File: config.mk
export PLATFORM = sky130hd
export DESIGN_NAME = sync_handshake_responder_flat
export DESIGN_NICKNAME = d
export VERILOG_FILES = /design/src/rtl/sync_handshake_responder_if.sv /design/src/rtl/sync_handshake_responder.sv /design/src/flat_wrapper.sv
export SDC_FILE = /design/constraint.sdc
export NUM_CORES = 1
export LEC_CHECK = 0
export CAP_MARGIN = 10
export CORE_UTILIZATION = 48
export DETAILED_ROUTE_END_ITERATION = 8
export GPL_TIMING_DRIVEN = 0
export PLACE_DENSITY = 0.85
export SLEW_MARGIN = 15
export SYNTH_ARGS = -nofsm -noshare
export SYNTH_HDL_FRONTEND = slang
export SYNTH_SLANG_ARGS = --single-unit
File: constraint.sdc
create_clock -name dCLK -period 2.6 [get_ports dCLK]
set_input_delay 0.52 -clock dCLK [delete_from_list [all_inputs] [get_ports dCLK]]
set_output_delay 0.52 -clock dCLK [all_outputs]
set_load 0.01 [all_outputs]
File: src/rtl/sync_handshake_responder_if.sv
// Handshake bundle between the toggle-crossing source, this responder and the
// downstream consumer. The responder uses the slave view; whoever drives the
// request toggle and the dequeue strobe uses the master view.
interface sync_handshake_responder_if #(
    parameter int width = 8
);
    logic             sTOGGLE;  // request toggle from the source domain
    logic [width-1:0] sDATA;    // source data word, stable while a request is open
    logic             dACK;     // acknowledge toggle back to the source domain
    logic             dVALID;   // dDATA holds an unconsumed word
    logic [width-1:0] dDATA;    // captured word
    logic             dDEQ;     // downstream consumes dDATA
    logic             dERR;     // sticky protocol-violation flag
    logic [15:0]      dCOUNT;   // words dequeued, wrapping

    modport slave (
        input  sTOGGLE, sDATA, dDEQ,
        output dACK, dVALID, dDATA, dERR, dCOUNT
    );

    modport master (
        output sTOGGLE, sDATA, dDEQ,
        input  dACK, dVALID, dDATA, dERR, dCOUNT
    );
endinterface

File: src/rtl/sync_handshake_responder.sv
// Destination end of a toggle request/acknowledge crossing. The incoming
// request toggle is synchronized, each detected edge captures the source word,
// the word is offered downstream with valid/dequeue, and the acknowledge toggle
// flips only once the word is consumed, giving end-to-end backpressure.
// Everything here runs on dCLK; sTOGGLE is the only asynchronous input and
// sDATA is stable whenever it is sampled. sync_stages must be in 2..4.
module sync_handshake_responder #(
    parameter int   width       = 8,
    parameter logic init        = 1'b0,
    parameter int   sync_stages = 2
) (
    input logic                       dCLK,
    input logic                       dRST,
    sync_handshake_responder_if.slave bus
);

    typedef enum logic {
        IDLE,
        HOLD
    } state_t;

    state_t                 r_state;
    logic [sync_stages-1:0] r_sync;
    logic                   r_last_state;
    logic                   r_ack;
    logic                   r_valid;
    logic                   r_err;
    logic [width-1:0]       r_data;
    logic [15:0]            r_count;

    logic                   w_sync_out;
    logic                   w_req_edge;

    // A request is any change of the synchronized toggle since last cycle.
    assign w_sync_out = r_sync[sync_stages-1];
    assign w_req_edge = w_sync_out ^ r_last_state;

    // Synchronizer chain for sTOGGLE plus the last-seen toggle level.
    always_ff @(posedge dCLK or posedge dRST) begin
        if (dRST) begin
            r_sync       <= {sync_stages{init}};
            r_last_state <= init;
        end else begin
            // NOTE: non-blocking assignments make every flop sample pre-edge values, so the chain shifts one stage per clock.
            r_sync       <= {r_sync[sync_stages-2:0], bus.sTOGGLE};
            r_last_state <= w_sync_out;
        end
    end

    // Capture/hold FSM with registered valid, data, acknowledge, error and count.
    always_ff @(posedge dCLK or posedge dRST) begin
        if (dRST) begin
            r_state <= IDLE;
            r_valid <= 1'b0;
            r_data  <= '0;
            r_ack   <= init;
            r_err   <= 1'b0;
            r_count <= '0;
        end else begin
            case (r_state)
                IDLE: begin
                    if (w_req_edge) begin
                        r_data  <= bus.sDATA;
                        r_valid <= 1'b1;
                        r_state <= HOLD;
                    end
                end
                HOLD: begin
                    // A second request before the first is acknowledged is a
                    // source violation: the held word wins, the new one is lost.
                    if (w_req_edge) begin
                        r_err <= 1'b1;
                    end
                    if (bus.dDEQ) begin
                        r_valid <= 1'b0;
                        r_ack   <= ~r_ack;
                        r_count <= r_count + 16'd1;
                        r_state <= IDLE;
                    end
                end
                default: begin
                    r_state <= IDLE;
                    r_valid <= 1'b0;
                end
            endcase
        end
    end

    assign bus.dACK   = r_ack;
    assign bus.dVALID = r_valid;
    assign bus.dDATA  = r_data;
    assign bus.dERR   = r_err;
    assign bus.dCOUNT = r_count;

endmodule

File: src/flat_wrapper.sv
// flat-port wrapper written by rule: the top's interface ports become plain ports
module sync_handshake_responder_flat 
#(
    parameter int   width       = 8,
    parameter logic init        = 1'b0,
    parameter int   sync_stages = 2
)
  (dCLK, dRST, bus_sTOGGLE, bus_sDATA, bus_dDEQ, bus_dACK, bus_dVALID, bus_dDATA, bus_dERR, bus_dCOUNT);
  sync_handshake_responder_if #(.width(width)) bus_i ();
  input logic dCLK;
  input logic dRST;
  input wire logic [$bits(bus_i.sTOGGLE)-1:0] bus_sTOGGLE;
  input wire logic [$bits(bus_i.sDATA)-1:0] bus_sDATA;
  input wire logic [$bits(bus_i.dDEQ)-1:0] bus_dDEQ;
  output wire logic [$bits(bus_i.dACK)-1:0] bus_dACK;
  output wire logic [$bits(bus_i.dVALID)-1:0] bus_dVALID;
  output wire logic [$bits(bus_i.dDATA)-1:0] bus_dDATA;
  output wire logic [$bits(bus_i.dERR)-1:0] bus_dERR;
  output wire logic [$bits(bus_i.dCOUNT)-1:0] bus_dCOUNT;
  assign bus_i.sTOGGLE = bus_sTOGGLE;
  assign bus_i.sDATA = bus_sDATA;
  assign bus_i.dDEQ = bus_dDEQ;
  assign bus_dACK = bus_i.dACK;
  assign bus_dVALID = bus_i.dVALID;
  assign bus_dDATA = bus_i.dDATA;
  assign bus_dERR = bus_i.dERR;
  assign bus_dCOUNT = bus_i.dCOUNT;
  sync_handshake_responder #(.width(width), .init(init), .sync_stages(sync_stages)) u_core (.dCLK(dCLK), .dRST(dRST), .bus(bus_i));
endmodule
==> metrics, run 1 <==
Primary FF master, synth=dfrtp_1; clock-pin slew of the registers on the worst-case setup and hold paths=0.09 ns; cells after synthesis=88; post-CTS sizing=0; worst-skew pair later-pin latency=0.32 ns; post-DP HPWL=1570 um; worst slack at placement=0.588 ns; hold depth=0; VDD IR max=0.000571 V; launch point of the worst reg-to-reg path=u_core.r_last_state; vias in the first global route=800; I/O Buffers=38; Rows=18; Power per Cell Area=828 mW/mm2; Hold Buf Count CTS=0; Post-Route Utilization=0.696; GRT Overall Usage=0.186; worst path cell trace=clkdlybuf4s50_1; measured slew at the worst slew-check pin=0.616 ns; CTS tree=built; Max Buffers Root-to-Sink=2; area grow syn2layout=38.4%; num ports=39; max cap viols=0; outcome=completed; kind of critical path=reg -> out; Seq/Total Area, Yosys=0.629; CP delay by family, top=buffers and inverters; Worst path max stage delay=0.57 ns; Vias=838; EDFF count, synth=0; Leakage=0.758 nW; critical path endpoint category=output pin; CP Data Required Time=2.08 ns; DRC viols=0; Clock Sinks=31; fin cells=163; Yosys top cell area share=0.629; wire length per cell=13.4 um; Unique masters post-synth=20; Layout Nets=146; register area=776 um2; Worst R2R End=u_core.bus.dDATA[5]; async set-reset flop share out of synthesis=1.00; setup_tns=0 ns; GPL Wtd Cong=0.734; DR vias/cell=5.14; Final ANT Viol Nets=0; Post-CTS Setup Bufs=0; total chip power=1.41 mW; CTS Buf Count=5; post-synthesis simple-gate area fraction=0.129; Critical Path Source Type=flop; Final Cycle Share=0.719; Final WS setup=0.730 ns; die width=52.7 um; Max Clock Skew=0.00763 ns; top cell type by total area after synthesis=dfrtp_1; Die H=52.7 um; Post-Syn Nets=101; Root Driver=clkbuf_4; number of diodes=0; Placed Cells=156; Synth Area in XOR/XNOR=0.121; GRT overflow=0; Die ar.=0.00278 mm2; final instance area=0.00171 mm2; fin. max-slew vios=0; WHS Endpoint=u_core.r_sync[1]; largest family of logic cells by synthesized area=simple AND/OR/NAND/NOR gates; first-pass GRT wire length=3430 um; crit path buf inv count=1; worst hold path type=reg -> reg; fill count=195; post-synthesis compound-gate area fraction=0.0193; hold_sp=u_core.r_sync[0]; Routed WL=2180 um; initial core utilization=0.503; critical-path cell with the highest stage delay=clkdlybuf4s50_1; antenna violations before repair=0; Mean Syn Cell Area=14.0 um2; Peak Freq=0.535 GHz; CORE AREA=0.00245 mm2; # setup viols final=0; CP arrival=1.35 ns; Iteration-0 DRC Markers=6; H-tree depth=2; RSZ-0062 raised after global routing=false; Reg2Reg Depth=4; count of final hold-check violations=0; Synth Area in Adders=0.0101; post-synthesis mux area share=0.0822; Worst Path Max Fanout=7; Ys Warns=0; mapped cell area=0.00123 mm2; FF-to-FF setup slack=1.13 ns; slew margin rel.=0.589; Final Critical Period=1.87 ns; First-pass DRT Iterations=3; layout cell share with drive strength beyond 1=0.173; multi-input logic area=445 um2; largest net degree at the start of global routing=32; placed cell areas=0.00165 mm2; synth top area cells=dfrtp_1 63%, mux2_2 8.2%, xnor2_1 7.8%, xor2_1 4.3%, nand3_1 2.4%; Yosys reg bits=31; Fin Hold WS=0.369 ns
-- synth_stat cells, types with 2 or more instances --
master	number
dfrtp_1	31
xnor2_1	11
mux2_2	9
nand3_1	6
xor2_1	6
and3_1	3
nand2_1	3
nand4_1	3
inv_1	2
nor2_1	2
nor2b_1	2
o21a_1	2
-- where the power goes --
part	internal (mW)	switching, mW
sequential	0.592	0.0981
combinational	0.285	0.165
clock	0.125	0.148
total	1.00	0.411
-- layer usage --
layer  global-route usage  routed length (um)  up-vias
met4                0.101                  19        0
met5                    0                   0        -
li1                     -                   -      391
met2                0.297                1140       26
met1                0.198                 862      419
met3               0.0928                 163        2
-- worst max path at each step --
stage | startpoint | end | slack [ns] | cells past startpoint
2_1_floorplan | u_core.r_last_state | u_core.bus.dDATA[0] | 1.26 | 4
3_3_place_gp | bus_dDEQ | u_core.bus.dCOUNT[13] | 0.61 | 5
3_5_place_dp | bus_dDEQ | u_core.bus.dCOUNT[13] | 0.59 | 5
4_1_cts | u_core.bus.dCOUNT[3] | bus_dCOUNT[3] | 0.72 | 1
5_1_grt | u_core.bus.dCOUNT[3] | bus_dCOUNT[3] | 0.65 | 1
6_report | u_core.bus.dCOUNT[3] | bus_dCOUNT[3] | 0.73 | 1
-- layout by cell type (no fill, tap or decap), drive strengths merged, types with 2 or more instances in the layout --
cell type and instances:
and3 3, and4 2, clkbuf 6, clkdlybuf4s50 38, dfrtp 31, inv 2
mux2 9, nand2 4, nand3 6, nand4 3, nor2 2, nor2b 2
o21a 2, xnor2 11, xor2 6
-- cell type report --
cell class,count,share of cell area
plain buffers,1,0.00293
clock inverters,1,0.00293
clock buffers,6,0.0300
well taps,30,0.0220
repair buffers,38,0.223
inverters,2,0.00440
flip-flops and latches,31,0.454
multi-input cells,54,0.261
-- registers in the layout, summed over array words and instances (netlist names) --
| signal | count |
|---|---|
| u_core.bus.dERR | 1 |
| u_core.r_state | 1 |
| u_core.bus.dACK | 1 |
| u_core.r_last_state | 1 |
| u_core.bus.dVALID | 1 |
| u_core.bus.dDATA | 8 |
| u_core.bus.dCOUNT | 16 |
| u_core.r_sync | 2 |
-- logic make-up after synthesis --
| kind of cell | count (synthesis) |
|---|---|
| flip-flops | 31 |
| AND/OR/NAND/NOR | 24 |
| XOR/XNOR | 17 |
| multiplexers | 9 |
| AO/OA/AOI/OAI | 3 |
| buffers and inverters | 3 |
| adder cells (fa/ha/maj) | 1 |
No activity file was read; power rests on OpenSTA's default activity.
==> run 2, diff against run 1 <==
- CORE_UTILIZATION: 48 -> 40
- PLACE_DENSITY: 0.85 -> 0.76
- clock period: 2.6 -> 1.7 ns (I/O delays scaled with it)
==> run 2 against run 1 <==
  * The flow now finishes with violations (DRC)
  * Wire length is 2.6% higher
  * Critical endpoint unchanged
  * Flip-flop and latch count stayed put
  * Clock power increased by 73%
  * Critical path depth stayed put
  * Total power up 59%
  * Core utilization decreased by 7.8 points
  * First-iteration DRC count grew to 2.7 times the previous value
==> metrics, run 2 (synthesis gave the netlist of run 1 again) <==
register share of total power=0.473 (-0.015); fin cells=168 (+3.1%); clock power share=0.210 (+0.017); critical path endpoint category=output pin; NetSw=0.638 mW (+55%); Final ANT Viol Nets=0 (unchanged); Power per Cell Area=1290 mW/mm2 (+55%); worst hold path type=reg -> reg; first-pass GRT wire length=3710 um (+8.0%); Routed WL=2240 um (+2.6%); DR vias/cell=4.96 (-3.6%); GRT Overall Usage=0.152 (-0.0337); CORE AREA=0.00283 mm2 (+15%); wire length per cell=13.3 um (-0.44%); Hold Buf Count CTS=0 (unchanged); I/O Buffers=38 (unchanged); commonest non-fill, non-tap cell in the layout=clkdlybuf4s50_1; crit path buf inv count=1 (unchanged); layout cell share with drive strength beyond 1=0.204 (+0.0314); Worst Path Max Fanout=7 (unchanged); CP arrival=1.29 ns (-0.06 ns); Logic pwr share=0.318 (about the same); number of diodes=0 (unchanged); GPL Wtd Cong=0.692 (-5.7%); clock-pin slew of the registers on the worst-case setup and hold paths=0.09 ns (about the same); switching part of the total=0.284 (-0.00697); outcome=finished with violations; most frequent cells in the layout=38 x clkdlybuf4s50_1, 29 x dfrtp_1, 11 x xnor2_1, 9 x mux2_2; Die H=57.5 um (+9.2%); GRT met2 Usage=0.256 (-0.0417); Placed Cells=157 (+0.64%); Vias=833 (-0.60%); total chip power=2.24 mW (+59%); global-route met3 utilization=0.0544 (-0.0383); # setup viols final=0 (unchanged); max FFs per register=16 (unchanged); fin. max-slew vios=0 (unchanged); RSZ-0062 raised after global routing=false; P_int=1.61 mW (+60%); area grow syn2layout=41.6%; worst path cell trace=clkdlybuf4s50_1; Die ar.=0.00331 mm2 (+19%); Worst path max stage delay=0.55 ns (-0.02 ns); DRC viols=5 (+5); measured slew at the worst slew-check pin=0.632 ns (+0.0165 ns); post-DP HPWL=1640 um (+3.9%); setup_tns=0 ns (unchanged); max cap viols=0 (unchanged); Iteration-0 DRC Markers=16 (+10); failing checks=DRC; num ports=39 (unchanged); Max Clock Skew=0.00186 ns (-0.00578 ns); gr busiest metal=met2; GRT met1 Usage=0.180 (-0.0177); Peak Freq=0.612 GHz; Layout Nets=149 (+2.1%); vias in the first global route=843 (+5.4%); kind of critical path=reg -> out; worst-skew pair later-pin latency=0.31 ns (about the same); Rows=19 (+1); initial core utilization=0.436 (-0.0665); critical-path cell with the highest stage delay=clkdlybuf4s50_1; Reg2Reg Depth=4 (unchanged); Critical Path Source Type=flop; Max Buffers Root-to-Sink=2 (unchanged); count of final hold-check violations=0 (unchanged); First-pass DRT Iterations=8 (+5); Final Cycle Share=0.961; Root Driver=clkbuf_4; CP Data Required Time=1.36 ns (-0.72 ns); VDD IR max=0.000706 V (+24%); Final Critical Period=1.63 ns; CP delay by family, top=buffers and inverters; Clock Sinks=31 (unchanged); WP depth=1 (unchanged); slew margin rel.=0.578 (-0.0110); Leakage=0.777 nW (+2.4%); largest net degree at the start of global routing=32 (unchanged); GRT overflow=0 (unchanged); antenna violations before repair=0 (unchanged); CTS tree=built; CTS Buf Count=5 (unchanged); H-tree depth=2 (unchanged); die width=57.5 um (+9.2%); hold depth=0 (unchanged)
## run 2: changes by cell type in the layout (fill, tap and decap cells not counted), sizes merged
cell    previous run  this run
clkinv             1         0
clkbuf             6         8
buf                1         4
## run 2: timing repair
item / CTS / global route
buffers inserted: 0 / 3
gates cloned: 0 / 0
gates resized for setup: 1 / 1
pin swaps: 0 / 0
setup endpoints to repair: 1 / 3
## run 2: final cells by class
class                      count  area (um2)
tap                           31        38.8
timing repair buffer          41         403
sequential                    31         778
multi-input combinational     54         445
clock buffer                   8        68.8
buffer                         1        5.00
fill                         237        1080
inverter                       2        7.51
## run 2: worst paths after layout
path,slack [ns],from,end
hold reg to reg,0.36,u_core.r_sync[0],u_core.r_sync[1]
setup / recovery,0.07,u_core.bus.dCOUNT[3],bus_dCOUNT[3]
max in group asynchronous,0.82,dRST,u_core.bus.dCOUNT[4]
hold / removal,0.36,u_core.r_sync[0],u_core.r_sync[1]
setup reg to reg,0.22,u_core.r_sync[1],u_core.bus.dDATA[4]
min in group asynchronous,0.44,dRST,u_core.r_sync[0]
## run 2: metrics by stage
stage / worst slack (ns) / hold slack [ns] / instance area [um2] / util
after detailed placement: -0.153 / 0.340 / 1650 / 0.584
after global placement: -0.117 / 0.335 / 1650 / 0.584
after floorplan: 0.356 / 0.331 / 1230 / -
after global routing: 0.000549 / 0.364 / 1750 / 0.617
final: 0.0667 / 0.356 / 1750 / 0.617
after CTS: 0.0116 / 0.361 / 1720 / 0.609
## run 2: power groups by stage
stage,clock [mW],combinational [mW],sequential [mW]
final,0.471,0.713,1.06
after global routing,0.521,0.770,1.09
after CTS,0.486,0.704,1.06
after detailed placement,0,0.700,1.07
after global placement,0,0.680,1.06
after floorplan,0,0.229,1.13
## run 2: metal layers
layer / part of all wire / up-vias
li1: - / 395
met1: 0.44 / 409
met2: 0.50 / 29
met3: 0.063 / 0
met4: 0 / 0
met5: 0 / -
==> run 3, diff against run 2 <==
- ABC_CLOCK_PERIOD_IN_PS: default -> 1700
==> results of run 3 <==
The final DEF is identical to that of run 2; final timing and power are the same.
